File: src/rtl/bht_counter_bank_64_pkg.sv
// Shared constants, counter-state encoding and saturating step helper for the
// branch-history counter bank.
package bht_counter_bank_64_pkg;

    localparam int unsigned BpEntries = 64;
    localparam int unsigned BpIdxW    = 6;

    // MSB of the counter is the taken/not-taken prediction.
    typedef enum logic [1:0] {
        BpSnt = 2'b00,
        BpWnt = 2'b01,
        BpWt  = 2'b10,
        BpSt  = 2'b11
    } bp_ctr_e;

    localparam logic [1:0] BpInitState = BpWnt;

    // One saturating step: +1 on taken, -1 on not-taken, never wrapping.
    function automatic logic [1:0] sat_step(input logic [1:0] cur, input logic taken);
        logic [1:0] nxt;
        nxt = cur;
        if (taken) begin
            if (cur != BpSt) nxt = cur + 2'd1;
        end else begin
            if (cur != BpSnt) nxt = cur - 2'd1;
        end
        return nxt;
    endfunction

endpackage

File: src/rtl/bht_counter_bank_64_sat.sv
// Single 2-bit saturating branch-history counter with synchronous reset/clear.
module bht_counter_bank_64_sat
    import bht_counter_bank_64_pkg::*;
(
    input  logic       clock,
    input  logic       reset,
    input  logic       clear,
    input  logic       en,
    input  logic       taken,
    input  logic [1:0] init,
    output logic [1:0] q
);

    logic [1:0] q_d;

    // Next state: reset and clear both reload init, otherwise step when enabled.
    always_comb begin
        q_d = q;
        if (reset || clear) begin
            q_d = init;
        end else if (en) begin
            q_d = sat_step(q, taken);
        end
    end

    // Counter state register.
    always_ff @(posedge clock) begin
        q <= q_d;
    end

endmodule

File: src/rtl/bht_counter_bank_64.sv
// 64-entry bank of 2-bit saturating counters. Updates pass through one
// registered stage before being applied, keeping execute off the update path.
module bht_counter_bank_64
    import bht_counter_bank_64_pkg::*;
#(
    parameter int unsigned Entries   = BpEntries,
    parameter int unsigned IdxW      = BpIdxW,
    parameter logic [1:0]  InitState = BpInitState
) (
    input  logic                 clock,
    input  logic                 reset,
    input  logic                 clear,
    input  logic                 upd_valid,
    input  logic [IdxW-1:0]      upd_index,
    input  logic                 upd_taken,
    output logic [2*Entries-1:0] counters_flat,
    output logic                 upd_pending
);

    logic            pend_q,  pend_d;
    logic [IdxW-1:0] idx_q,   idx_d;
    logic            taken_q, taken_d;
    logic [Entries-1:0] en_vec;

    // Stage next state: reset/clear drop any in-flight or arriving update.
    always_comb begin
        pend_d  = upd_valid;
        idx_d   = upd_index;
        taken_d = upd_taken;
        if (reset || clear) begin
            pend_d  = 1'b0;
            idx_d   = '0;
            taken_d = 1'b0;
        end
    end

    // Update stage registers.
    always_ff @(posedge clock) begin
        pend_q  <= pend_d;
        idx_q   <= idx_d;
        taken_q <= taken_d;
    end

    // 6:64 decode of the staged index into per-counter enables.
    always_comb begin
        en_vec = '0;
        if (pend_q) en_vec[idx_q] = 1'b1;
    end

    assign upd_pending = pend_q;

    for (genvar i = 0; i < Entries; i++) begin : g_ctr
        bht_counter_bank_64_sat u_ctr (
            .clock (clock),
            .reset (reset),
            .clear (clear),
            .en    (en_vec[i]),
            .taken (taken_q),
            .init  (InitState),
            .q     (counters_flat[2*i +: 2])
        );
    end

endmodule

File: config.mk
export PLATFORM = sky130hd
export DESIGN_NAME = bht_counter_bank_64
export DESIGN_NICKNAME = d
export VERILOG_FILES = /design/src/rtl/bht_counter_bank_64_pkg.sv /design/src/rtl/bht_counter_bank_64_sat.sv /design/src/rtl/bht_counter_bank_64.sv
export SDC_FILE = /design/constraint.sdc
export NUM_CORES = 1
export LEC_CHECK = 0
export CORE_MARGIN = 4
export CORE_UTILIZATION = 60
export DETAILED_ROUTE_END_ITERATION = 7
export DONT_BUFFER_PORTS = 1
export GPL_ROUTABILITY_DRIVEN = 0
export PLACE_DENSITY = 0.76
export SETUP_SLACK_MARGIN = 0.15
export SLEW_MARGIN = 40
export SYNTH_ARGS = -nofsm -noshare
export SYNTH_HDL_FRONTEND = slang
export SYNTH_SLANG_ARGS = --single-unit
File: constraint.sdc
create_clock -name clock -period 2.4 [get_ports clock]
set_input_delay 0.48 -clock clock [delete_from_list [all_inputs] [get_ports clock]]
set_output_delay 0.48 -clock clock [all_outputs]
set_load 0.05 [all_outputs]
==> flow_summary.toml <==
[run_status]
status = "complete, no violations"

[cells_and_area]
layout_net_count = 832
layout_commonest_cell = "sky130_fd_sc_hd__dfxtp_1"
layout.cells.most_common_list = "sky130_fd_sc_hd__dfxtp_1 (134), sky130_fd_sc_hd__o21ai_0 (96), sky130_fd_sc_hd__nor4_1 (94), sky130_fd_sc_hd__a31oi_1 (64), sky130_fd_sc_hd__buf_4 (43)"
nFillCells = 876
antenna-diode-count = 0
drive_gt1_share_pct = 12.2
area_growth_pct = 11.2
final_cell_area_sq_mm = 0.00770

[die]
pin_count = 140
initial_core_util_pct = 62.5
fp.coreArea_sq_mm = 0.0111
rows = 38
chipWidth_um = 115
die_height_um = 115
die_area_sq_mm = 0.0133

[detailed_routing]
routedWlPerCell_um = 22.7
dr.first_iter.drc_count = 964
detail_route.drc_violations = 0
route.vias.total = 7272
antenna_violating_nets_post_route = 0
avgViaCountPerCell = 7.47
drt_pass1_iterations = 5
route.final.wire_length_um = 22100

[critical_path]
cp-start-kind = "flop"
worstSetupEndpointType = "flop"
timing_worst_setup_path_type = "flop to flop"
timing.critical_path.slowest_cell_delay_ns = 0.71
critical_path_peak_fanout = 16
arrival_time_at_the_worst_endpoint_ns = 2.45
cp_data_required_time_ns = 2.77
crit_path_cell_trace = "or3b_2 > buf_4 > nor4_1 > a211o_1"
path_buf_inv = 1
slowest_cell_on_the_critical_path = "sky130_fd_sc_hd__or3b_2"
worst_path_dominant_cell_family = "simple AND/OR/NAND/NOR gates"

[clock_network]
cts_htree_levels = 4
cts-hold-fix-buffers = 0
cts.root.buffer_cell = "sky130_fd_sc_hd__clkbuf_16"
numCtsBuffers = 17
skew_pair_late_insertion_delay_ns = 0.42
clock_sinks = 136
clk_pin_slew_ns = 0.06
clockBufferDepth = 2
setup_bufs_post_cts = 0
number_of_gates_resized_after_cts = 0
cts_tree = "built"

[power_and_ir_drop]
power_switching_mw = 1.16
vdd_drop_max_uv = 556
internal_power_mw = 4.03
power_density_mw_per_mm2 = 674
total_leakage_power_nw = 2.56
comb_power_share_pct = 4.5
switching_part_of_the_total_pct = 22.4
clock_power_share_pct = 51.3
finalPower_mw = 5.19
sequential_group_share_of_total_power_pct = 44.3

[yosys]
synth.ff_latch_count = 136
syn-cell-area_sq_mm = 0.00693
yosysSeqAreaShare_pct = 39.3
synthCells = 861
ys.flop_type = "sky130_fd_sc_hd__dfxtp_1"
number_of_synthesized_flops_with_an_enable_pin = 0
synthArstFlopShare_pct = 0
synth.net_count = 872
syn_area_per_cell_sq_um = 8.04
yosysWarningCount = 0
ys_types = 38

[min_path]
hold_path_class = "input pin to flop"

[sta]
worstMarginPinSlew_ns = 0.714
finalCriticalPeriod_ns = 2.08
finalClockSkew_ns = 0.00339
finalSetupViolations = 0
tns_ns = 0
grt_setup_unrepaired = "no"
post-route-period-util_pct = 86.7
timing.final.hold_violations = 0
final-max-slew-violation-count = 0
slew-limit-headroom_pct = 52.4
max_freq_mhz = 480

[run]
cap_viol_max_count = 0

[place]
numPortBuffers = 0
place_hpwl_um = 14200
placed_area_sq_mm = 0.00709

[global_routing]
grt_pass1_wl_um = 34500
grt_pass1_vias = 6775
largest_net_degree_at_the_start_of_global_routing = 84
grt_util_all_layers_pct = 32.6
overflow = 0
antenna_violations_before_repair = 0
through the flow:
stage          util, %  std cells  setup WS (ns)  hold WS [ns]
2_1_floorplan        -        861          0.336         0.602
3_3_place_gp      64.0        941          0.487         0.552
3_5_place_dp      64.0        941          0.374         0.573
4_1_cts           69.3        972          0.349         0.162
5_1_grt           69.6        973          0.172         0.175
6_report          69.6        973          0.318         0.175
cells by family (layout without fill, tap and decap cells):
group	Yosys count	count (layout)	share of synthesized area, %
buffers and inverters	139	111	8.35
AOI/OAI and AO/OA	288	288	27.1
and+or+nand+nor	298	298	25.2
DFF	136	136	39.3
Yosys cell counts, types with 26 or more instances:
cell                        instances  area (sq um)
sky130_fd_sc_hd__a2111oi_0         26           228
sky130_fd_sc_hd__a211o_1           32           280
sky130_fd_sc_hd__a21oi_1           32           160
sky130_fd_sc_hd__a31oi_1           64           400
sky130_fd_sc_hd__clkbuf_1          78           293
sky130_fd_sc_hd__dfxtp_1          136          2720
sky130_fd_sc_hd__inv_1             32           120
sky130_fd_sc_hd__nand2_1           32           120
sky130_fd_sc_hd__nand3_1           33           165
sky130_fd_sc_hd__nand4_1           33           206
sky130_fd_sc_hd__nor2_1            33           124
sky130_fd_sc_hd__nor3_1            32           160
sky130_fd_sc_hd__nor4_1            94           588
sky130_fd_sc_hd__o21ai_0           96           480
sky130_fd_sc_hd__o31ai_1           32           240
state kept, by name, indices dropped and copies added (netlist names):
signal         count
taken_q            1
g_ctr.u_ctr.q    128
idx_q              6
upd_pending        1
per-layer routing:
metal  vias to the layer above  GRT usage [%]  part of all wire (%)
met5                         -              0                     0
li1                       3272              -                     -
met2                       453           52.6                    47
met4                         0           18.4                   4.3
met1                      3448           37.9                    38
met3                        99           11.0                    11
power groups by stage:
stage          logic [mW]  clock network [mW]  registers [mW]
3_5_place_dp        0.212                   0            2.35
6_report            0.232                2.66            2.30
4_1_cts             0.213                2.67            2.30
2_1_floorplan       0.174                   0            2.33
5_1_grt             0.245                2.79            2.30
3_3_place_gp        0.202                   0            2.35
final cells by class:
cell class / instances / area [sq um] / area share, %
multi-input cells: 586 / 3660 / 47.5
flip-flops and latches: 136 / 2730 / 35.4
well taps: 140 / 175 / 2.27
clock inverters: 9 / 123 / 1.59
clock buffers: 22 / 474 / 6.15
repair buffers: 48 / 423 / 5.49
inverters: 32 / 120 / 1.56
final timing paths:
| path | startpoint | to | slack [ns] | depth (start not counted) |
|---|---|---|---|---|
| hold / removal | upd_taken | taken_q | 0.18 | 1 |
| hold reg to reg | g_ctr[10].u_ctr.q[0] | g_ctr[10].u_ctr.q[1] | 0.59 | 2 |
| setup reg to reg | idx_q[2] | g_ctr[20].u_ctr.q[0] | 0.32 | 4 |
| setup / recovery | idx_q[2] | g_ctr[20].u_ctr.q[0] | 0.32 | 4 |
Power figures use the tool's default switching activity.
